$ cat src/rtl/kpn_pkg.sv
// rtl/kpn_pkg.sv - shared constants and types for the KPN channel and delay stages
//
// Contents:
//   KPN_DATA_WIDTH  word width used by every KPN stage
//   KPN_FIFO_DEPTH  default channel depth (slots)
//   KPN_IDLE_WORD   value presented by a stage with nothing to offer
//   kpn_op_e        per-cycle channel operation {write accepted, read accepted}
package kpn_pkg;

    localparam int KPN_DATA_WIDTH = 16;
    localparam int KPN_FIFO_DEPTH = 8;

    localparam logic [KPN_DATA_WIDTH-1:0] KPN_IDLE_WORD = 16'h0000;

    // Encoding is {wr_acc, rd_acc} so the enum can be cast from the strobe pair.
    typedef enum logic [1:0] {
        OP_IDLE = 2'b00,
        OP_RD   = 2'b01,
        OP_WR   = 2'b10,
        OP_BOTH = 2'b11
    } kpn_op_e;

endpackage

$ cat src/rtl/kpn_fifo_mem.sv
// rtl/kpn_fifo_mem.sv - simple dual-port storage array for the KPN channel
//
// Synchronous write, asynchronous read. Contents are not reset.
// Ports:
//   clk      in   write clock
//   wr_en    in   write enable
//   wr_addr  in   ADDR_WIDTH  write slot
//   wr_data  in   DATA_WIDTH  write word
//   rd_addr  in   ADDR_WIDTH  read slot
//   rd_data  out  DATA_WIDTH  word at rd_addr (combinational)
module kpn_fifo_mem
    import kpn_pkg::*;
#(
    parameter int DATA_WIDTH = KPN_DATA_WIDTH,
    parameter int DEPTH      = KPN_FIFO_DEPTH,
    parameter int ADDR_WIDTH = $clog2(DEPTH)
) (
    input  logic                  clk,
    input  logic                  wr_en,
    input  logic [ADDR_WIDTH-1:0] wr_addr,
    input  logic [DATA_WIDTH-1:0] wr_data,
    input  logic [ADDR_WIDTH-1:0] rd_addr,
    output logic [DATA_WIDTH-1:0] rd_data
);

    logic [DATA_WIDTH-1:0] mem [DEPTH];

    always_ff @(posedge clk) begin
        if (wr_en) begin
            mem[wr_addr] <= wr_data;
        end
    end

    assign rd_data = mem[rd_addr];

endmodule

$ cat src/rtl/kpn_fifo_channel.sv
// rtl/kpn_fifo_channel.sv - bounded first-word-fall-through FIFO for one KPN channel
//
// Optional statistics are built when KPN_FIFO_STATS_EN is defined.
// Ports:
//   clk           in   single clock, posedge
//   rst_n         in   asynchronous active-low reset
//   wr            in   producer write strobe
//   entry_1       in   DATA_WIDTH  producer word
//   rd            in   consumer pop strobe
//   output_1      out  DATA_WIDTH  head word, idle word when empty
//   full          out  channel holds DEPTH words
//   empty         out  channel holds no words
//   count         out  ADDR_WIDTH+1  occupancy 0..DEPTH
//   overflow      out  sticky, a write was rejected
//   underflow     out  sticky, a read was issued while empty
//   peak_count    out  ADDR_WIDTH+1  highest occupancy since reset (stats build)
//   stall_cycles  out  16  saturating count of rejected-write cycles (stats build)
module kpn_fifo_channel
    import kpn_pkg::*;
#(
    parameter int DATA_WIDTH = KPN_DATA_WIDTH,
    parameter int DEPTH      = KPN_FIFO_DEPTH,
    parameter int ADDR_WIDTH = 3
) (
    input  logic                  clk,
    input  logic                  rst_n,
    input  logic                  wr,
    input  logic [DATA_WIDTH-1:0] entry_1,
    input  logic                  rd,
    output logic [DATA_WIDTH-1:0] output_1,
    output logic                  full,
    output logic                  empty,
    output logic [ADDR_WIDTH:0]   count,
    output logic                  overflow,
`ifdef KPN_FIFO_STATS_EN
    output logic                  underflow,
    output logic [ADDR_WIDTH:0]   peak_count,
    output logic [15:0]           stall_cycles
`else
    output logic                  underflow
`endif
);

    localparam logic [ADDR_WIDTH-1:0] PTR_ONE    = ADDR_WIDTH'(1);
    localparam logic [ADDR_WIDTH:0]   CNT_ONE    = (ADDR_WIDTH+1)'(1);
    localparam logic [ADDR_WIDTH:0]   CNT_ZERO   = '0;
    localparam logic [ADDR_WIDTH:0]   CNT_FULL   = (ADDR_WIDTH+1)'(DEPTH);

    logic [ADDR_WIDTH-1:0] wr_ptr;
    logic [ADDR_WIDTH-1:0] rd_ptr;
    logic [ADDR_WIDTH:0]   count_next;
    logic [DATA_WIDTH-1:0] head_word;
    logic                  wr_acc;
    logic                  rd_acc;
    logic                  wr_reject;
    kpn_op_e               op;

    // Flags decode only from the count register, so they never depend on wr/rd.
    assign full  = (count == CNT_FULL);
    assign empty = (count == CNT_ZERO);

    // A pop in the same cycle frees the slot a write into a full channel needs.
    assign rd_acc    = rd & ~empty;
    assign wr_acc    = wr & (~full | rd_acc);
    assign wr_reject = wr & full & ~rd_acc;

    assign op = kpn_op_e'({wr_acc, rd_acc});

    always_comb begin
        count_next = count;
        case (op)
            OP_WR:   count_next = count + CNT_ONE;
            OP_RD:   count_next = count - CNT_ONE;
            default: count_next = count;
        endcase
    end

    always_ff @(posedge clk or negedge rst_n) begin
        if (!rst_n) begin
            wr_ptr    <= '0;
            rd_ptr    <= '0;
            count     <= '0;
            overflow  <= 1'b0;
            underflow <= 1'b0;
        end else begin
            if (wr_acc) begin
                wr_ptr <= wr_ptr + PTR_ONE;
            end
            if (rd_acc) begin
                rd_ptr <= rd_ptr + PTR_ONE;
            end
            count <= count_next;
            if (wr_reject) begin
                overflow <= 1'b1;
            end
            if (rd & empty) begin
                underflow <= 1'b1;
            end
        end
    end

    kpn_fifo_mem #(
        .DATA_WIDTH (DATA_WIDTH),
        .DEPTH      (DEPTH),
        .ADDR_WIDTH (ADDR_WIDTH)
    ) u_mem (
        .clk     (clk),
        .wr_en   (wr_acc),
        .wr_addr (wr_ptr),
        .wr_data (entry_1),
        .rd_addr (rd_ptr),
        .rd_data (head_word)
    );

    // Stale storage is masked so a starved consumer sees the same idle word
    // the downstream delay stage holds before it fills.
    assign output_1 = empty ? DATA_WIDTH'(KPN_IDLE_WORD) : head_word;

`ifdef KPN_FIFO_STATS_EN
    always_ff @(posedge clk or negedge rst_n) begin
        if (!rst_n) begin
            peak_count   <= '0;
            stall_cycles <= '0;
        end else begin
            if (count > peak_count) begin
                peak_count <= count;
            end
            if (wr_reject && (stall_cycles != 16'hffff)) begin
                stall_cycles <= stall_cycles + 16'd1;
            end
        end
    end
`endif

endmodule

$ cat config.mk
export PLATFORM = sky130hd
export DESIGN_NAME = kpn_fifo_channel
export DESIGN_NICKNAME = d
export VERILOG_FILES = /design/src/rtl/kpn_pkg.sv /design/src/rtl/kpn_fifo_mem.sv /design/src/rtl/kpn_fifo_channel.sv
export SDC_FILE = /design/constraint.sdc
export NUM_CORES = 1
export LEC_CHECK = 0
export ABC_AREA = 1
export ABC_CLOCK_PERIOD_IN_PS = 2500
export CAP_MARGIN = 5
export CORE_MARGIN = 1.5
export CORE_UTILIZATION = 25
export CTS_CLUSTER_SIZE = 24
export DETAILED_ROUTE_END_ITERATION = 10
export GPL_TIMING_DRIVEN = 0
export PLACE_DENSITY_LB_ADDON = 0.2
export SLEW_MARGIN = 30
export SYNTH_ARGS = -nofsm -noshare
export SYNTH_HDL_FRONTEND = slang
export SYNTH_SLANG_ARGS = --single-unit
$ cat constraint.sdc
create_clock -name clk -period 2.5 [get_ports clk]
set_input_delay 0.75 -clock clk [delete_from_list [all_inputs] [get_ports clk]]
set_output_delay 0.75 -clock clk [all_outputs]
set_load 0.03 [all_outputs]
Word level (Yosys, flattened, before mapping) --
Memory sizes are Yosys's and may differ from the RTL's. Index checks and enable logic that the tools add are counted.
Word-level totals: register bits after elaboration 12, RAM bits 128, bits of input ports 20, word-level logic and storage cells 28, memories kept 1
Operators by class: add/subtract/negate cells 4, equal/unequal tests 3, muxes and demuxes 4, bitwise gates (word level) 9, reductions and logical operators 2
Memories:
- u_mem.mem | words 8, width 16, rd ports 1, clocked after Yosys merged registers in 0, wr ports 1, line kpn_fifo_mem.sv:26 | logic [DATA_WIDTH-1:0] mem [DEPTH];
Operator list (number):
- $mux W16 | 1
- $pmux W4 S2 | 1
- $add A3 B1 Y3 const B | 2
- $and A1 B1 Y1 | 5
- $add A4 B1 Y4 const B | 1
- $eq A4 B4 Y1 const B | 1
- $logic_not A4 Y1 | 1
- $sub A4 B1 Y4 const B | 1
- $not A1 Y1 | 3
- $eq A2 B1 Y1 const B | 1
- $eq A2 B2 Y1 const B | 1
- $mux W1 | 2
- $reduce_bool A2 Y1 | 1
- $or A1 B1 Y1 | 1

Depth between registers and ports, before layout --
Gate-level depths: netlist of the first run.
word-level depth 7, depth in mapped cells 14, mapped depth without buffers 14

Cells and area by module --
Synthesis of the first run repeated with hierarchy kept, for this count alone.
Second synthesis, totals: cell total of the unflattened synthesis 678, area total of the unflattened synthesis 6478.7 um^2
By module, submodules not included:
- kpn_fifo_mem | instances 1, cells each 571, area an instance 5669.2 um^2, seq. area each 3843.7 um^2
- kpn_fifo_channel | instances 1, cells each 107, area an instance 809.5 um^2, seq. area each 300.3 um^2

Worst setup path before layout of the first run --
No wires, ideal clock.
path kind reg-to-output, start register count[0], end output port output_1[10], arrival 1.602 ns, required time 1.750 ns, path slack 0.148 ns, cell stages (with the launch flop) 8, path through dfrtp_1 -> inv_1 -> nand2_2 -> nor3_4 -> inv_2 -> buf_6 -> nand2_1 -> nor2_1
On the way: word-level cells in the longest chain between the ends 2
RTL lines:
- start: declaration | line kpn_fifo_channel.sv:33 | output logic [ADDR_WIDTH:0] count,
- start signal: assignment | line kpn_fifo_channel.sv:92 | count <= count_next;
- $logic_not A4 Y1 | line kpn_fifo_channel.sv:60 | assign empty = (count == CNT_ZERO);
- named net empty | line kpn_fifo_channel.sv:32 | output logic empty,
- $mux W16 | line kpn_fifo_channel.sv:117 | assign output_1 = empty ? DATA_WIDTH'(KPN_IDLE_WORD) : head_word;
- end: declaration | line kpn_fifo_channel.sv:30 | output logic [DATA_WIDTH-1:0] output_1,
The timed path passes the listed nets, and every way through them passes these cells.

Final worst setup path of the first run --
start register rd_ptr[1], end output port output_1[12]
On the way: word-level cells in the longest chain between the ends 2
RTL lines:
- start: declaration | line kpn_fifo_channel.sv:50 | logic [ADDR_WIDTH-1:0] rd_ptr;
- start signal: assignment | line kpn_fifo_channel.sv:90 | rd_ptr <= rd_ptr + PTR_ONE;
- $mem_v2 Z8 W16
- $mux W16 | line kpn_fifo_channel.sv:117
Every way passes these cells.

==> out/results.tsv, run 1 <==
stage	metric	value	unit
final_layout	Layout Cells excl Fill	839	
sta	fin worst setup slack	-0.103	ns
critical_path	Startpoint Class	flip-flop	
sta	RSZ-0062 raised after global routing	true	
die	area of the core	0.0227	sq mm
detailed_routing	Wirelength per Cell	18.4	um
final_layout	diode count	0	
critical_path	critical path class	flip-flop to output pin	
min_path	Hold Path Class	flip-flop to flip-flop	
sta	clk_skew	0.00905	ns
sta	setup TNS	-0.883	ns
critical_path	slowest stage delay, CP	0.43	ns
placement	HPWL after DPL	9.55	mm
power_and_ir_drop	power density over cell area	1360	mW/mm^2
sta	final setup vio count	15	
synthesis	synthesized area	0.00579	sq mm
global_route	GRT Overall Usage	13.4	%
die	num ports	44	
detailed_routing	vias per cell	4.48	
final_layout	Final Net Count	567	
critical_path	CP max-delay cell	dfrtp_2	
synthesis	synth unique cells	31	
sta	Worst Max-Slew Pin Slew	0.666	ns
global_route	global-route wire length before repair	23.1	mm
detailed_routing	# DRC	0	
die	total die area	0.0241	sq mm
die	Starting Density	25.5	%
clock_tree	clk buf depth	2	
critical_path	Critical Path RT	1.75	ns
synthesis	Mapped Cells	469	
detailed_routing	Iteration-0 DRC Markers	271	
global_route	vias in the first global route	3890	
clock_tree	CTS tree	done	
critical_path	Worst Path Buf+Inv	3	
synthesis	Warnings, synthesis	0	
critical_path	arrival time worst endpoint	1.85	ns
clock_tree	CTS root buf	clkbuf_16	
synthesis	register bit count reported by yosys	140	
critical_path	FF-to-FF setup slack	0.34	ns
global_route	initial antenna violation count	0	
sta	Slew Viols, Final	0	
detailed_routing	DR pass1 iterations	4	
power_and_ir_drop	Pwr Total	10.4	mW
sta	min cycle time layout	2.60	ns
final_layout	share of cells above drive strength 1	24.7	%
clock_tree	clk slew on worst S/H paths	0.06	ns
sta	Fmax	0.384	GHz
placement	Port Buf Inserts	43	
clock_tree	Num Clock Sinks	140	
power_and_ir_drop	Pleak	2.70	nW
run_status	failing checks	negative setup slack	
detailed_routing	antenna-violating nets left	0	
critical_path	crit-path cells	buf_8 > clkbuf_16 > o21ai_1 > o211ai_1 > nand2_1 > nor2_1 > buf_4	
synthesis	Mapped Nets	494	
sta	crit share post-route	104	%
synthesis	register area share after synthesis	71.6	%
clock_tree	Clk Latency, worst-skew pair	0.43	ns
run_status	status	complete, but fails checks	
die	die width	155	um
placement	Placed Cells	797	
clock_tree	Num CTS Buffers	17	
power_and_ir_drop	worst vdd ir	0.559	mV
global_route	total gr overflow	0	
sta	Fin. Hold Viols	0	
clock_tree	CTS Hold Bufs	0	
final_layout	Synth-to-Final Area Change	31.8	%
detailed_routing	DR vias	3756	
job	max capacitance violation total	0	
global_route	pin count of the biggest net entering global routing	17	
die	die height	155	um
critical_path	CP delay by family, top	buffers and inverters	
clock_tree	Clock H-tree levels	4	
synthesis	Syn Area/Cell	12.3	sq um
sta	worst rel slew slack	55.5	%
critical_path	CP Capture Type	output pin	
detailed_routing	Post-Route WL	15.4	mm
critical_path	Critical Path Fanout Max	10	
placement	GPL Wtd Cong	0.716	
die	Core Rows	55	
==> registers in the layout, indices dropped and copies added, names as in the netlist <==
register and cells:
count 4, overflow 1, rd_ptr 3, u_mem.mem 128, underflow 1, wr_ptr 3
==> final timing paths <==
| kind | from | to | cells after the start |
|---|---|---|---|
| max | rd_ptr[1]$_DFFE_PN0P_ | output_1[12] | 7 |
| max in group asynchronous | rst_n | rd_ptr[1]$_DFFE_PN0P_ | 1 |
| min in group asynchronous | rst_n | count[0]$_DFFE_PN0P_ | 1 |
| max reg2reg | count[2]$_DFFE_PN0P_ | count[2]$_DFFE_PN0P_ | 11 |
| min | overflow$_DFFE_PN0P_ | overflow$_DFFE_PN0P_ | 1 |
| min reg2reg | overflow$_DFFE_PN0P_ | overflow$_DFFE_PN0P_ | 1 |
==> cell type report <==
class | count | area, sq um
buffer | 23 | 323
timing repair buffer | 55 | 559
multi-input combinational | 289 | 1590
clock buffer | 19 | 433
tap | 285 | 357
inverter | 16 | 72.6
clock inverter | 12 | 148
fill | 2230 | 15100
sequential | 140 | 4150
==> cells in the mapped netlist <==
master	n	area, sq um
nand2_1	39	146
xnor2_1	3	26.3
a31oi_1	1	6.26
nand3_1	3	15.0
buf_4	3	22.5
clkbuf_1	8	30.0
o21bai_2	1	11.3
buf_6	6	67.6
a21oi_1	1	5.00
buf_2	5	25.0
or2_1	1	6.26
nor2_4	1	11.3
xor2_1	1	8.76
nand3b_1	1	7.51
dfrtp_1	12	300
a31o_2	1	8.76
inv_4	1	6.26
nor3_4	2	32.5
nor2_1	123	462
clkbuf_2	1	5.00
nand2_2	3	18.8
o21ai_1	17	85.1
o21ai_0	51	255
o211ai_1	16	120
clkbuf_4	1	7.51
inv_2	4	15.0
o22ai_1	16	100
nand2_4	3	33.8
ha_1	5	62.6
inv_1	11	41.3
edfxtp_1	128	3840
==> cell usage in the layout (no fill, tap or decap), types with 9 or more instances in the layout <==
master	instances
inv_1	10
buf_4	15
o211ai_1	16
o21ai_1	24
o21ai_0	41
nor2_1	89
nor2_4	15
nand2_1	39
clkdlybuf4s50_1	24
buf_6	16
dfrtp_1	9
o22ai_1	16
nor2_2	20
edfxtp_1	128
clkbuf_16	21
==> per-layer routing <==
metal | vias to the layer above | wire [um] | track usage [%]
met1 | 1845 | 7010 | 16.9
li1 | 1822 | - | -
met4 | 0 | 166 | 4.62
met2 | 75 | 7630 | 22.2
met3 | 14 | 601 | 3.57
met5 | - | 0 | 0
==> cell families after synthesis <==
group           Yosys count  share of synthesized area (%)
buf+inv                  40                           3.81
fa+ha+maj                 5                           1.08
simple gates            176                           12.7
flops                   140                           71.6
xor+xnor                  4                          0.606
compound gates          104                           10.2
==> worst reg2reg max path, stage by stage (launching register included) <==
cell	delay [ns]
dfrtp_2	0.47
nor3_4	0.26
buf_4	0.17
nor2_4	0.05
ha_1	0.26
nand2_1	0.09
inv_1	0.05
nor2_1	0.14
ha_1	0.17
a21oi_1	0.05
or2_1	0.23
a31oi_1	0.15
==> power breakdown <==
| part | internal, mW | switching (mW) | leakage, nW | total (mW) |
|---|---|---|---|---|
| Combinational | 1.89 | 2.87 | 1.13 | 4.76 |
| Clock | 1.55 | 0.945 | 0.273 | 2.50 |
| Sequential | 2.92 | 0.193 | 1.30 | 3.11 |
| Total | 6.36 | 4.01 | 2.70 | 10.4 |
==> stage by stage <==
step	worst slack, ns	hold WS [ns]	utilization (%)	instance area (sq um)
3_5_place_dp	-0.588	0.464	29.2	6630
5_1_grt	-0.197	0.485	33.6	7630
6_report	-0.103	0.468	33.6	7630
4_1_cts	-0.123	0.472	32.7	7430
2_1_floorplan	0.148	0.454	-	5790
3_3_place_gp	-1.04	0.456	28.9	6570
==> timing repair <==
item,4_1_cts,5_1_grt
pin swaps,7,16
gates resized for setup,158,55
buffers inserted,10,0
gates cloned,0,2
endpoints found under the setup margin,18,18
Note: power is estimated with default switching activity, not from simulation.
==> run 2: changes to the inputs <==
--- a/config.mk
+++ b/config.mk
@@ -6,11 +6,11 @@
 export NUM_CORES = 1
 export LEC_CHECK = 0
 export ABC_AREA = 1
-export ABC_CLOCK_PERIOD_IN_PS = 2500
+export ABC_CLOCK_PERIOD_IN_PS = 2400
 export CAP_MARGIN = 5
 export CORE_MARGIN = 1.5
 export CORE_UTILIZATION = 25
-export CTS_CLUSTER_SIZE = 24
+export CTS_CLUSTER_SIZE = 16
 export DETAILED_ROUTE_END_ITERATION = 10
 export GPL_TIMING_DRIVEN = 0
 export PLACE_DENSITY_LB_ADDON = 0.2
==> constraint.sdc (replaced) <==
create_clock -name clk -period 2.4 [get_ports clk]
set_input_delay 0.72 -clock clk [delete_from_list [all_inputs] [get_ports clk]]
set_output_delay 0.72 -clock clk [all_outputs]
set_load 0.03 [all_outputs]
==> out/results.tsv, run 2 (synthesis results as in run 1) <==
stage	metric	value	unit
run_status	status	complete, but fails checks	
run_status	failing checks	negative setup slack	
global_route	vias in the first global route	3890	
clock_tree	CTS Hold Bufs	0	
sta	setup TNS	-1.98	ns
critical_path	Critical Path RT	1.68	ns
clock_tree	Clk Latency, worst-skew pair	0.43	ns
min_path	Hold Path Class	flip-flop to flip-flop	
placement	Placement Setup Slack	-0.658	ns
critical_path	CP Capture Type	output pin	
power_and_ir_drop	Sequential Power Share	29.9	%
sta	crit share post-route	107	%
global_route	total gr overflow	0	
die	area of the core	0.0227	sq mm
final_layout	max FFs per register	128	
clock_tree	clk slew on worst S/H paths	0.06	ns
global_route	GRT Overall Usage	13.4	%
detailed_routing	Post-Route WL	15.4	mm
sta	min cycle time layout	2.58	ns
sta	worst rel slew slack	55.5	%
die	die height	155	um
global_route	pin count of the biggest net entering global routing	17	
placement	GPL Wtd Cong	0.716	
power_and_ir_drop	sw frac	38.7	%
final_layout	fill count	2230	
job	max capacitance violation total	0	
sta	Fmax	0.388	GHz
final_layout	most frequent cells in the layout	edfxtp_1, nor2_1, nand2_1, o21ai_0, o21ai_1	
power_and_ir_drop	Comb pwr share	46.0	%
die	Starting Density	25.5	%
die	num ports	44	
sta	Fin. Hold Viols	0	
sta	Slew Viols, Final	0	
critical_path	arrival time worst endpoint	1.86	ns
detailed_routing	Iteration-0 DRC Markers	238	
detailed_routing	antenna-violating nets left	0	
sta	clk_skew	0.00829	ns
placement	Port Buf Inserts	43	
critical_path	Critical Path Fanout Max	10	
die	die width	155	um
detailed_routing	DR pass1 iterations	7	
power_and_ir_drop	worst vdd ir	0.558	mV
sta	Worst Max-Slew Pin Slew	0.667	ns
detailed_routing	# DRC	0	
final_layout	Largest Register	u_mem.mem	
placement	HPWL after DPL	9.55	mm
final_layout	Synth-to-Final Area Change	32.0	%
detailed_routing	DR vias	3744	
critical_path	critical path class	flip-flop to output pin	
sta	RSZ-0062 raised after global routing	true	
final_layout	fin area	0.00764	sq mm
final_layout	diode count	0	
placement	placed cell areas	0.00663	sq mm
clock_tree	CTS root buf	clkbuf_16	
final_layout	Layout Cells excl Fill	839	
die	Core Rows	55	
power_and_ir_drop	cell-internal power	6.65	mW
power_and_ir_drop	Psw	4.19	mW
critical_path	Startpoint Class	flip-flop	
sta	final setup vio count	16	
clock_tree	Clock H-tree levels	4	
sta	fin worst setup slack	-0.179	ns
power_and_ir_drop	Pleak	2.71	nW
critical_path	crit-path cells	buf_8 > clkbuf_16 > o21ai_1 > o211ai_1 > nand2_1 > nor2_1 > buf_4	
final_layout	final core utilization	33.6	%
die	total die area	0.0241	sq mm
final_layout	commonest non-fill, non-tap cell in the layout	edfxtp_1	
detailed_routing	vias per cell	4.46	
final_layout	share of cells above drive strength 1	25.1	%
final_layout	Largest regs	u_mem.mem x128, count x4	
power_and_ir_drop	Clock Power Share	24.0	%
global_route	global-route wire length before repair	23.1	mm
clock_tree	clk buf depth	2	
critical_path	CP max-delay cell	dfrtp_2	
clock_tree	CTS tree	done	
final_layout	Final Net Count	567	
placement	Placed Cells	797	
global_route	initial antenna violation count	0	
clock_tree	Num CTS Buffers	17	
detailed_routing	Wirelength per Cell	18.3	um
critical_path	slowest stage delay, CP	0.43	ns
power_and_ir_drop	power density over cell area	1420	mW/mm^2
clock_tree	Num Clock Sinks	140	
## run 2: changes by cell type in the layout (fill, tap and decap cells not counted)
| cell | before | now |
|---|---|---|
| buf_6 | 16 | 17 |
| o21ai_2 | 3 | 4 |
| inv_1 | 10 | 9 |
| clkdlybuf4s50_1 | 24 | 23 |
| o21ai_1 | 24 | 27 |
| clkbuf_8 | 1 | 0 |
| clkdlybuf4s15_1 | 0 | 1 |
| buf_8 | 7 | 6 |
| o21ai_0 | 41 | 37 |
| buf_12 | 3 | 5 |
| buf_2 | 0 | 1 |
| buf_4 | 15 | 14 |
| inv_2 | 2 | 3 |
| clkdlybuf4s15_2 | 1 | 0 |
## run 2: area by class of cell
cell class	instances	area (sq um)	share of cell area [%]
Multi-Input combinational cell	289	1590	20.8
Timing Repair Buffer	55	557	7.29
Clock buffer	19	433	5.67
Tap cell	285	357	4.67
Buffer	23	334	4.37
Clock inverter	12	148	1.93
Sequential cell	140	4150	54.3
Inverter	16	72.6	0.950
## run 2: repair_timing
item | in CTS | in global routing
gates cloned | 0 | 2
gates resized for setup | 161 | 66
pin swaps | 7 | 19
endpoints found under the setup margin | 19 | 19
setup buffers | 10 | 0
## run 2: worst max-delay path: cells and delay by family (launching register included)
kind	cells	cell delay, ns
buffers and inverters	3	0.52
AO/OA/AOI/OAI	2	0.24
flip-flops	1	0.43
AND/OR/NAND/NOR	2	0.24
## run 2: power groups by stage
stage	registers, mW	logic (mW)	clock network, mW
after global placement	3.27	4.12	0
after CTS	3.24	4.61	2.65
after global routing	3.29	5.41	2.74
after detailed placement	3.27	4.23	0
after floorplan	3.33	2.48	0
final	3.25	4.99	2.61
## run 2: metal layers
layer  share of wire (%)  track usage [%]  up-vias  routed length (um)
met5                   0                0        -                   0
met4                 1.4             4.62        0                 209
met3                 3.8             3.57       15                 584
met2                  49             22.2       68                7590
met1                  46             16.9     1834                7010
li1                    -                -     1827                   -
## run 2: final timing paths
check,startpoint,endpoint,slack [ns],depth (start not counted)
max reg2reg,count[2]$_DFFE_PN0P_,count[2]$_DFFE_PN0P_,0.21,11
max in group asynchronous,rst_n,rd_ptr[1]$_DFFE_PN0P_,1.29,1
min,overflow$_DFFE_PN0P_,overflow$_DFFE_PN0P_,0.48,1
max,rd_ptr[1]$_DFFE_PN0P_,output_1[12],-0.18,7
min in group asynchronous,rst_n,count[0]$_DFFE_PN0P_,0.67,1
min reg2reg,overflow$_DFFE_PN0P_,overflow$_DFFE_PN0P_,0.48,1
## run 2: stage by stage
step           hold WS [ns]  total power, mW
6_report              0.478             10.8
5_1_grt               0.485             11.4
4_1_cts               0.472             10.5
3_5_place_dp          0.464             7.50
3_3_place_gp          0.456             7.38
2_1_floorplan         0.424             5.81
